[config.mk]
export PLATFORM = sky130hd
export DESIGN_NAME = nanorv32_gpio_flat
export DESIGN_NICKNAME = d
export VERILOG_FILES = /design/src/rtl/nanorv32_gpio_if.sv /design/src/rtl/nanorv32_gpio.sv /design/src/flat_wrapper.sv
export SDC_FILE = /design/constraint.sdc
export NUM_CORES = 1
export LEC_CHECK = 0
export BUFFER_PORTS_ARGS = -buffer_cell sky130_fd_sc_hd__buf_2
export CELL_PAD_IN_SITES_DETAIL_PLACEMENT = 0
export CELL_PAD_IN_SITES_GLOBAL_PLACEMENT = 2
export CORE_MARGIN = 2
export CORE_UTILIZATION = 39
export DETAILED_ROUTE_END_ITERATION = 7
export PLACE_DENSITY_LB_ADDON = 0.1
export RECOVER_POWER = 50
export SKIP_LAST_GASP = 1
export SLEW_MARGIN = 20
export SYNTH_ARGS = -nofsm -noshare
export SYNTH_HDL_FRONTEND = slang
export SYNTH_SLANG_ARGS = --single-unit
[constraint.sdc]
create_clock -name clk_in -period 1.83 [get_ports clk_in]
set_input_delay 0.183 -clock clk_in [delete_from_list [all_inputs] [get_ports clk_in]]
set_output_delay 0.183 -clock clk_in [all_outputs]
set_load 0.005 [all_outputs]
[src/rtl/nanorv32_gpio_if.sv]
// Bus request/response bundle between the peripheral mux and the GPIO block.
// The master modport belongs to the peripheral mux and the slave modport to the GPIO block.
interface nanorv32_gpio_if #(
  parameter int ADDR_MSB = 15,
  parameter int DATA_MSB = 31
) ();
  logic [ADDR_MSB:0] bus_gpio_addr;
  logic [3:0]        bus_gpio_bytesel;
  logic [DATA_MSB:0] bus_gpio_din;
  logic              bus_gpio_en;
  logic [DATA_MSB:0] gpio_bus_dout;
  logic              gpio_bus_ready_nxt;

  modport master (
    output bus_gpio_addr,
    output bus_gpio_bytesel,
    output bus_gpio_din,
    output bus_gpio_en,
    input  gpio_bus_dout,
    input  gpio_bus_ready_nxt
  );

  modport slave (
    input  bus_gpio_addr,
    input  bus_gpio_bytesel,
    input  bus_gpio_din,
    input  bus_gpio_en,
    output gpio_bus_dout,
    output gpio_bus_ready_nxt
  );
endinterface

[src/rtl/nanorv32_gpio.sv]
// Memory-mapped GPIO with per-pin direction, a 2-flop input synchroniser,
// edge-detect interrupt status bits (write-1-to-clear) and one combined interrupt line.
module nanorv32_gpio #(
  parameter int NANORV32_PERIPH_ADDR_MSB = 15,
  parameter int NANORV32_DATA_MSB        = 31,
  parameter int NB_GPIO                  = 32
) (
  input  logic               clk_in,
  input  logic               rst_n,
  nanorv32_gpio_if.slave     bus,
  input  logic [NB_GPIO-1:0] gpio_in,
  output logic [NB_GPIO-1:0] gpio_out,
  output logic [NB_GPIO-1:0] gpio_oe,
  output logic               gpio_irq
);
  localparam int DW = NANORV32_DATA_MSB + 1;

  localparam logic [5:0] REG_DOUT     = 6'd0;
  localparam logic [5:0] REG_DIR      = 6'd1;
  localparam logic [5:0] REG_DIN      = 6'd2;
  localparam logic [5:0] REG_IRQ_EN   = 6'd3;
  localparam logic [5:0] REG_IRQ_POL  = 6'd4;
  localparam logic [5:0] REG_IRQ_STAT = 6'd5;

  function automatic logic [DW-1:0] widen(input logic [NB_GPIO-1:0] v);
    logic [DW-1:0] r;
    r = '0;
    r[NB_GPIO-1:0] = v;
    return r;
  endfunction

  function automatic logic [DW-1:0] lane_merge(input logic [DW-1:0] old_v,
                                                input logic [DW-1:0] new_v,
                                                input logic [3:0]    be);
    logic [DW-1:0] r;
    r = old_v;
    for (int k = 0; k < 4; k++) begin
      if (be[k]) begin
        r[8*k +: 8] = new_v[8*k +: 8];
      end else begin
        r[8*k +: 8] = old_v[8*k +: 8];
      end
    end
    return r;
  endfunction

  logic [NB_GPIO-1:0] dout_q, dout_d;
  logic [NB_GPIO-1:0] dir_q, dir_d;
  logic [NB_GPIO-1:0] irq_en_q, irq_en_d;
  logic [NB_GPIO-1:0] irq_pol_q, irq_pol_d;
  logic [NB_GPIO-1:0] irq_stat_q, irq_stat_d;
  logic [NB_GPIO-1:0] sync1_q, sync1_d;
  logic [NB_GPIO-1:0] sync2_q, sync2_d;
  logic [NB_GPIO-1:0] prev_q, prev_d;
  logic [DW-1:0]      rdata_q, rdata_d;
  logic               irq_q, irq_d;
  logic               ready_q, ready_d;

  logic               wr_s;
  logic               rd_s;
  logic [5:0]         word_s;
  logic [DW-1:0]      lane_mask_s;
  logic [DW-1:0]      rd_mux_s;
  logic [DW-1:0]      wdata_s;
  logic [DW-1:0]      w1c_full_s;
  logic [NB_GPIO-1:0] w1c_s;
  logic [NB_GPIO-1:0] event_s;
  logic               unused_s;

  // Only word-offset bits [7:2] select a register; higher address bits alias.
  assign unused_s = ^{bus.bus_gpio_addr[NANORV32_PERIPH_ADDR_MSB:8], bus.bus_gpio_addr[1:0]};

  // Bus decode, register next-state, edge detection and read mux.
  always_comb begin
    wr_s        = bus.bus_gpio_en & (|bus.bus_gpio_bytesel);
    rd_s        = bus.bus_gpio_en & ~(|bus.bus_gpio_bytesel);
    word_s      = bus.bus_gpio_addr[7:2];
    lane_mask_s = {{8{bus.bus_gpio_bytesel[3]}}, {8{bus.bus_gpio_bytesel[2]}},
                   {8{bus.bus_gpio_bytesel[1]}}, {8{bus.bus_gpio_bytesel[0]}}};

    case (word_s)
      REG_DOUT:     rd_mux_s = widen(dout_q);
      REG_DIR:      rd_mux_s = widen(dir_q);
      REG_DIN:      rd_mux_s = widen(sync2_q);
      REG_IRQ_EN:   rd_mux_s = widen(irq_en_q);
      REG_IRQ_POL:  rd_mux_s = widen(irq_pol_q);
      REG_IRQ_STAT: rd_mux_s = widen(irq_stat_q);
      default:      rd_mux_s = '0;
    endcase

    // Merging against the selected register keeps unstrobed lanes intact.
    wdata_s    = lane_merge(rd_mux_s, bus.bus_gpio_din, bus.bus_gpio_bytesel);
    w1c_full_s = bus.bus_gpio_din & lane_mask_s;

    dout_d    = dout_q;
    dir_d     = dir_q;
    irq_en_d  = irq_en_q;
    irq_pol_d = irq_pol_q;
    w1c_s     = '0;
    if (wr_s) begin
      case (word_s)
        REG_DOUT:     dout_d    = wdata_s[NB_GPIO-1:0];
        REG_DIR:      dir_d     = wdata_s[NB_GPIO-1:0];
        REG_IRQ_EN:   irq_en_d  = wdata_s[NB_GPIO-1:0];
        REG_IRQ_POL:  irq_pol_d = wdata_s[NB_GPIO-1:0];
        REG_IRQ_STAT: w1c_s     = w1c_full_s[NB_GPIO-1:0];
        default:      w1c_s     = '0;
      endcase
    end else begin
      w1c_s = '0;
    end

    sync1_d = gpio_in;
    sync2_d = sync1_q;
    prev_d  = sync2_q;

    // Polarity bit picks falling (1) or rising (0); a new event beats a same-cycle clear.
    event_s    = (sync2_q & ~prev_q & ~irq_pol_q) | (~sync2_q & prev_q & irq_pol_q);
    irq_stat_d = (irq_stat_q & ~w1c_s) | event_s;
    irq_d      = |(irq_stat_q & irq_en_q);

    if (rd_s) begin
      rdata_d = rd_mux_s;
    end else begin
      rdata_d = rdata_q;
    end
    ready_d = 1'b1;
  end

  // All state flops, cleared asynchronously by rst_n.
  always_ff @(posedge clk_in or negedge rst_n) begin
    if (!rst_n) begin
      dout_q     <= '0;
      dir_q      <= '0;
      irq_en_q   <= '0;
      irq_pol_q  <= '0;
      irq_stat_q <= '0;
      sync1_q    <= '0;
      sync2_q    <= '0;
      prev_q     <= '0;
      rdata_q    <= '0;
      irq_q      <= 1'b0;
      ready_q    <= 1'b0;
    end else begin
      dout_q     <= dout_d;
      dir_q      <= dir_d;
      irq_en_q   <= irq_en_d;
      irq_pol_q  <= irq_pol_d;
      irq_stat_q <= irq_stat_d;
      sync1_q    <= sync1_d;
      sync2_q    <= sync2_d;
      prev_q     <= prev_d;
      rdata_q    <= rdata_d;
      irq_q      <= irq_d;
      ready_q    <= ready_d;
    end
  end

  assign gpio_out               = dout_q;
  assign gpio_oe                = dir_q;
  assign gpio_irq               = irq_q;
  assign bus.gpio_bus_dout      = rdata_q;
  assign bus.gpio_bus_ready_nxt = ready_q;
endmodule

[src/flat_wrapper.sv]
// flat-port wrapper written by rule: the top's interface ports become plain ports
module nanorv32_gpio_flat 
#(
  parameter int NANORV32_PERIPH_ADDR_MSB = 15,
  parameter int NANORV32_DATA_MSB        = 31,
  parameter int NB_GPIO                  = 32
)
  (clk_in, rst_n, gpio_in, gpio_out, gpio_oe, gpio_irq, bus_bus_gpio_addr, bus_bus_gpio_bytesel, bus_bus_gpio_din, bus_bus_gpio_en, bus_gpio_bus_dout, bus_gpio_bus_ready_nxt);
  nanorv32_gpio_if #(.ADDR_MSB((15)), .DATA_MSB(31)) bus_i ();
  input  logic clk_in;
  input  logic rst_n;
  input  logic [NB_GPIO-1:0] gpio_in;
  output logic [NB_GPIO-1:0] gpio_out;
  output logic [NB_GPIO-1:0] gpio_oe;
  output logic gpio_irq;
  input wire logic [$bits(bus_i.bus_gpio_addr)-1:0] bus_bus_gpio_addr;
  input wire logic [$bits(bus_i.bus_gpio_bytesel)-1:0] bus_bus_gpio_bytesel;
  input wire logic [$bits(bus_i.bus_gpio_din)-1:0] bus_bus_gpio_din;
  input wire logic [$bits(bus_i.bus_gpio_en)-1:0] bus_bus_gpio_en;
  output wire logic [$bits(bus_i.gpio_bus_dout)-1:0] bus_gpio_bus_dout;
  output wire logic [$bits(bus_i.gpio_bus_ready_nxt)-1:0] bus_gpio_bus_ready_nxt;
  assign bus_i.bus_gpio_addr = bus_bus_gpio_addr;
  assign bus_i.bus_gpio_bytesel = bus_bus_gpio_bytesel;
  assign bus_i.bus_gpio_din = bus_bus_gpio_din;
  assign bus_i.bus_gpio_en = bus_bus_gpio_en;
  assign bus_gpio_bus_dout = bus_i.gpio_bus_dout;
  assign bus_gpio_bus_ready_nxt = bus_i.gpio_bus_ready_nxt;
  nanorv32_gpio #(.NANORV32_PERIPH_ADDR_MSB(NANORV32_PERIPH_ADDR_MSB), .NANORV32_DATA_MSB(NANORV32_DATA_MSB), .NB_GPIO(NB_GPIO)) u_core (.clk_in(clk_in), .rst_n(rst_n), .bus(bus_i), .gpio_in(gpio_in), .gpio_out(gpio_out), .gpio_oe(gpio_oe), .gpio_irq(gpio_irq));
endmodule
Word-level counts from Yosys, hierarchy flattened. Index checks and enable logic that the tools add are counted.

Equality and inequality tests: 5. Reductions and logical operators: 7. Bitwise operators: 16. Mux-type cells: 7.

Operator list (number): $and 32x32->32 (7); $pmux 32 s6 (1); $not 32->32 (4); $mux 32 (2); $or 32x32->32 (2); $mux 8 (4); $reduce_or 32->1 (1); $eq 6x2->1 const B (2); $eq 6x3->1 const B (2); $reduce_and 2->1 (4); $eq 6x1->1 const B (1); $logic_not 6->1 (1); $reduce_or 4->1 (1); $and 1x1->1 (2); $not 1->1 (1).

Logic and storage cells: 46. Output and inout bits: 98. Register bits: 290.

Logic depth before layout (Yosys ltp).
Depth after elaboration: 6. Depth in mapped cells: 8. Mapped depth without buffers: 4.

Worst setup path after synthesis. Ideal clock, no wire load.

Path kind: in2reg. Start: input bus_bus_gpio_addr[2]. End: register u_core.dir_q[17], in the netlist u_core.gpio_oe[17]. Data arrival time: 1.522 ns. Required time: 1.709 ns. Setup slack: 0.187 ns. Stages on the path: 6. Library setup time: 0.121 ns. Buffers on the path: 2. Path through: buf_2 clkbuf_1 mux2_2 nand3_1 o2111ai_4 a22o_1.

Cells in the longest elaborated chain, start to end: 3. Elaborated cells between the ends (all ways): 9. Classes of those cells: eq/ne: 5; mux: 2; reduce/logical: 2.

Ends and longest elaborated chain: start, declared (line flat_wrapper.sv:16) `input wire logic [$bits(bus_i.bus_gpio_addr)-1:0] bus_bus_gpio_addr;`; $eq 6x3->1 (tied with other cells) (line nanorv32_gpio.sv:81) `case (word_s)`; $pmux 32 s6 (line nanorv32_gpio.sv:81); $mux 8 (line nanorv32_gpio.sv:38) `if (be[k]) begin`; end signal, assigned (line nanorv32_gpio.sv:146) `dir_q <= dir_d;`; end, declared (line nanorv32_gpio.sv:48) `logic [NB_GPIO-1:0] dir_q, dir_d;`.

Parallel ways exist; a longest one is shown, timed or not. A chain may end at the register's enable or synchronous reset.

Final worst setup path.
Start: register u_core.irq_en_q[7]. End: register u_core.irq_q, in the netlist u_core.gpio_irq.

Cells in the longest elaborated chain, start to end: 2.

Ends and longest elaborated chain: start, declared (line nanorv32_gpio.sv:49) `logic [NB_GPIO-1:0] irq_en_q, irq_en_d;`; start signal, assigned (line nanorv32_gpio.sv:147) `irq_en_q <= irq_en_d;`; $and 32x32->32 (line nanorv32_gpio.sv:120) `irq_d = |(irq_stat_q & irq_en_q);`; $reduce_or 32->1 (line nanorv32_gpio.sv:120); net u_core.irq_d (line nanorv32_gpio.sv:56) `logic irq_q, irq_d;`; end signal, assigned (line nanorv32_gpio.sv:154) `irq_q <= irq_d;`; end, declared (line nanorv32_gpio.sv:56).

The timed path passes the listed nets, and every way through them passes these cells.

==> metrics.yaml <==
dp.cells: 1717
grt_pass1_wl_um: 63520
yosysUniqueCellTypes: 34
hold_path.class: "in -> reg"
place_area_um2: 15300
drt_iter0_markers: 632
start_util_pct: 39.76
synth_ff_type: "dfrtp_1"
overflow: 0
setup-violations-final: 0
grt_max_degree: 73
fillers: 3088
drive_gt1_share_pct: 28.14
final-instance-count-excl-fill: 1809
wl_um: 40910
required_ns: 2.21
start_kind: "register"
slew_headroom_pct: 20.29
cts-resized-gates: 0
numCtsBuffers: 35
clockRootBuffer: "clkbuf_16"
htreeDepth: 2
crit_path_cell_trace: "a22oi_1 -> nand4_1 -> or4_1"
track_usage_pct: 23.08
cts_max_path_buffers: 3
arrival_ns: 1.94
clk_latency_ns: 0.50
fin_total_pwr_mw: 16.08
diodes: 0
synth_nets: 1201
die_y_um: 189.1
post-route-period-util_pct: 85.34
finalInstanceArea_um2: 16770
async_flop_share_pct: 100.0
setup_ws_ns: 0.2683
drc: 0
core-area_um2: 33620
clock.fmax_mhz: 640.3
slowest_stage: "or4_1"
clock-sinks: 290
finish.utilization_pct: 49.88
syn2layout_area_growth_pct: 25.45
avgSynthCellArea_um2: 12.00
p_per_area_nw_per_um2: 959.2
slew_violations: 0
num_rows: 67
antenna_found_initial: 0
cellLeakagePower_nw: 7.614
seq_area_um2: 7257
whs_ns: 0.01600
status: "complete, no violations"
end_kind: "register"
multi_input_area_um2: 5772
clk_pin_slew_ns: 0.05
worst-path-max-fanout: 3
synth-warning-count: 0
fin_nets: 1426
syn_inst: 1114
maxCapViolations: 0
antenna_left: 0
gp_congestion: 0.8095
post_drt_wl_per_cell_um: 22.61
finalHoldViolCount: 0
synth_edf_count: 0
io_pins: 185
ys_seq_area_share_pct: 54.30
crit_type: "reg -> reg"
tns_ns: 0
fin_crit_ns: 1.562
grt_pass1_vias: 10240
tightestPinTransition_ns: 1.196
rsz0062_at_grt: "false"
hpwl_um: 28030
slowest_delay_ns: 0.48
dp_slack_ns: 0.02144
viasPerCell: 5.593
peakVddDrop_uv: 525.6
die_x_um: 189.1
first_pass_iters: 5
dr_total_vias: 10120
finalClockSkew_ns: 0.007559
die_area_um2: 35770
io_buffers: 174
cts_tree: "done"
syn_area_um2: 13370
synth-seq-cells: 290
[cells in the final DEF (no fill, tap or decap), types with 30 or more instances in the layout]
cell type / n
clkbuf_16: 37
buf_4: 35
and3b_1: 30
mux2_2: 64
nand3_1: 64
a22o_1: 128
nand4_1: 36
nor2_1: 160
mux2i_1: 32
o211a_1: 32
a211o_1: 30
o21ai_1: 32
dfrtp_1: 290
nand2_1: 32
nor3b_1: 32
dlygate4sd3_1: 33
buf_2: 171
[report_power, final]
part	leakage [nW]	switching (mW)	internal, mW	total (mW)
Clock	0.558	2.64	4.30	6.94
Sequential	3.60	0.411	6.86	7.27
Combinational	3.46	0.946	0.919	1.87
Total	7.61	4.00	12.1	16.1
[registers in the layout (all words and copies together) (netlist names)]
name / flops
u_core.bus.gpio_bus_dout: 32
u_core.bus.gpio_bus_ready_nxt: 1
u_core.gpio_irq: 1
u_core.gpio_oe: 32
u_core.gpio_out: 32
u_core.irq_en_q: 32
u_core.irq_pol_q: 32
u_core.irq_stat_q: 32
u_core.prev_d: 32
u_core.prev_q: 32
u_core.sync1_q: 32
[worst max-delay path: cells and delay by family (launching register included)]
family          cells  cell delay, ns
compound gates      1            0.43
flops               1            0.41
simple gates        2            0.60
[worst paths after layout]
| check | startpoint | to | slack, ns | cells past startpoint |
|---|---|---|---|---|
| worst max-delay path | u_core.irq_en_q[7] | u_core.gpio_irq | 0.27 | 3 |
| worst min-delay path | bus_bus_gpio_din[10] | u_core.irq_stat_q[10] | 0.02 | 3 |
| worst max register to register | u_core.irq_en_q[7] | u_core.gpio_irq | 0.27 | 3 |
| worst min register to register | u_core.sync1_q[25] | u_core.prev_d[25] | 0.35 | 0 |
| max in group asynchronous | rst_n | u_core.irq_pol_q[16] | 0.38 | 3 |
| min in group asynchronous | rst_n | u_core.prev_d[4] | 0.46 | 2 |
[cell usage after synthesis, drive strengths merged, types with 3 or more instances]
cell type / instances / area (um^2)
a211o: 30 / 262.8
a22o: 128 / 1121
a22oi: 16 / 120.1
and3b: 30 / 262.8
buf: 41 / 215.2
clkbuf: 40 / 150.1
dfrtp: 290 / 7257
inv: 4 / 15.01
mux2: 64 / 720.7
mux2i: 32 / 320.3
nand2: 33 / 123.9
nand3: 64 / 320.3
nand4: 37 / 237.7
nor2: 160 / 600.6
nor2b: 3 / 18.77
nor3b: 32 / 240.2
o2111ai: 32 / 770.7
o211a: 32 / 320.3
o21ai: 32 / 160.2
[kinds of logic after synthesis]
| family | Yosys count | synth area share (%) |
|---|---|---|
| multiplexers | 96 | 7.789 |
| AND/OR/NAND/NOR | 369 | 14.19 |
| flip-flops | 290 | 54.30 |
| AO/OA/AOI/OAI | 273 | 20.85 |
| buffers and inverters | 85 | 2.846 |
| other | 1 | 0.02806 |
[layer usage]
layer  wire length, um  track usage [%]
met5                 0                0
met4               804            5.739
met3              1606            3.095
met2             19180            37.08
met1             19320            33.05
[what timing repair did]
| item | 4_1_cts | 5_1_grt |
|---|---|---|
| hold endpoints to repair | 287 | 0 |
| buffers inserted | 0 | 0 |
| hold buffers | 33 | 0 |
[cell type report]
type | instances | area share, %
tap | 448 | 3.343
clock buffer | 52 | 6.156
sequential | 290 | 43.28
timing repair buffer | 269 | 12.04
inverter | 4 | 0.08955
multi-input combinational | 739 | 34.42
clock inverter | 7 | 0.6716
(Power assumes the default switching activity.)
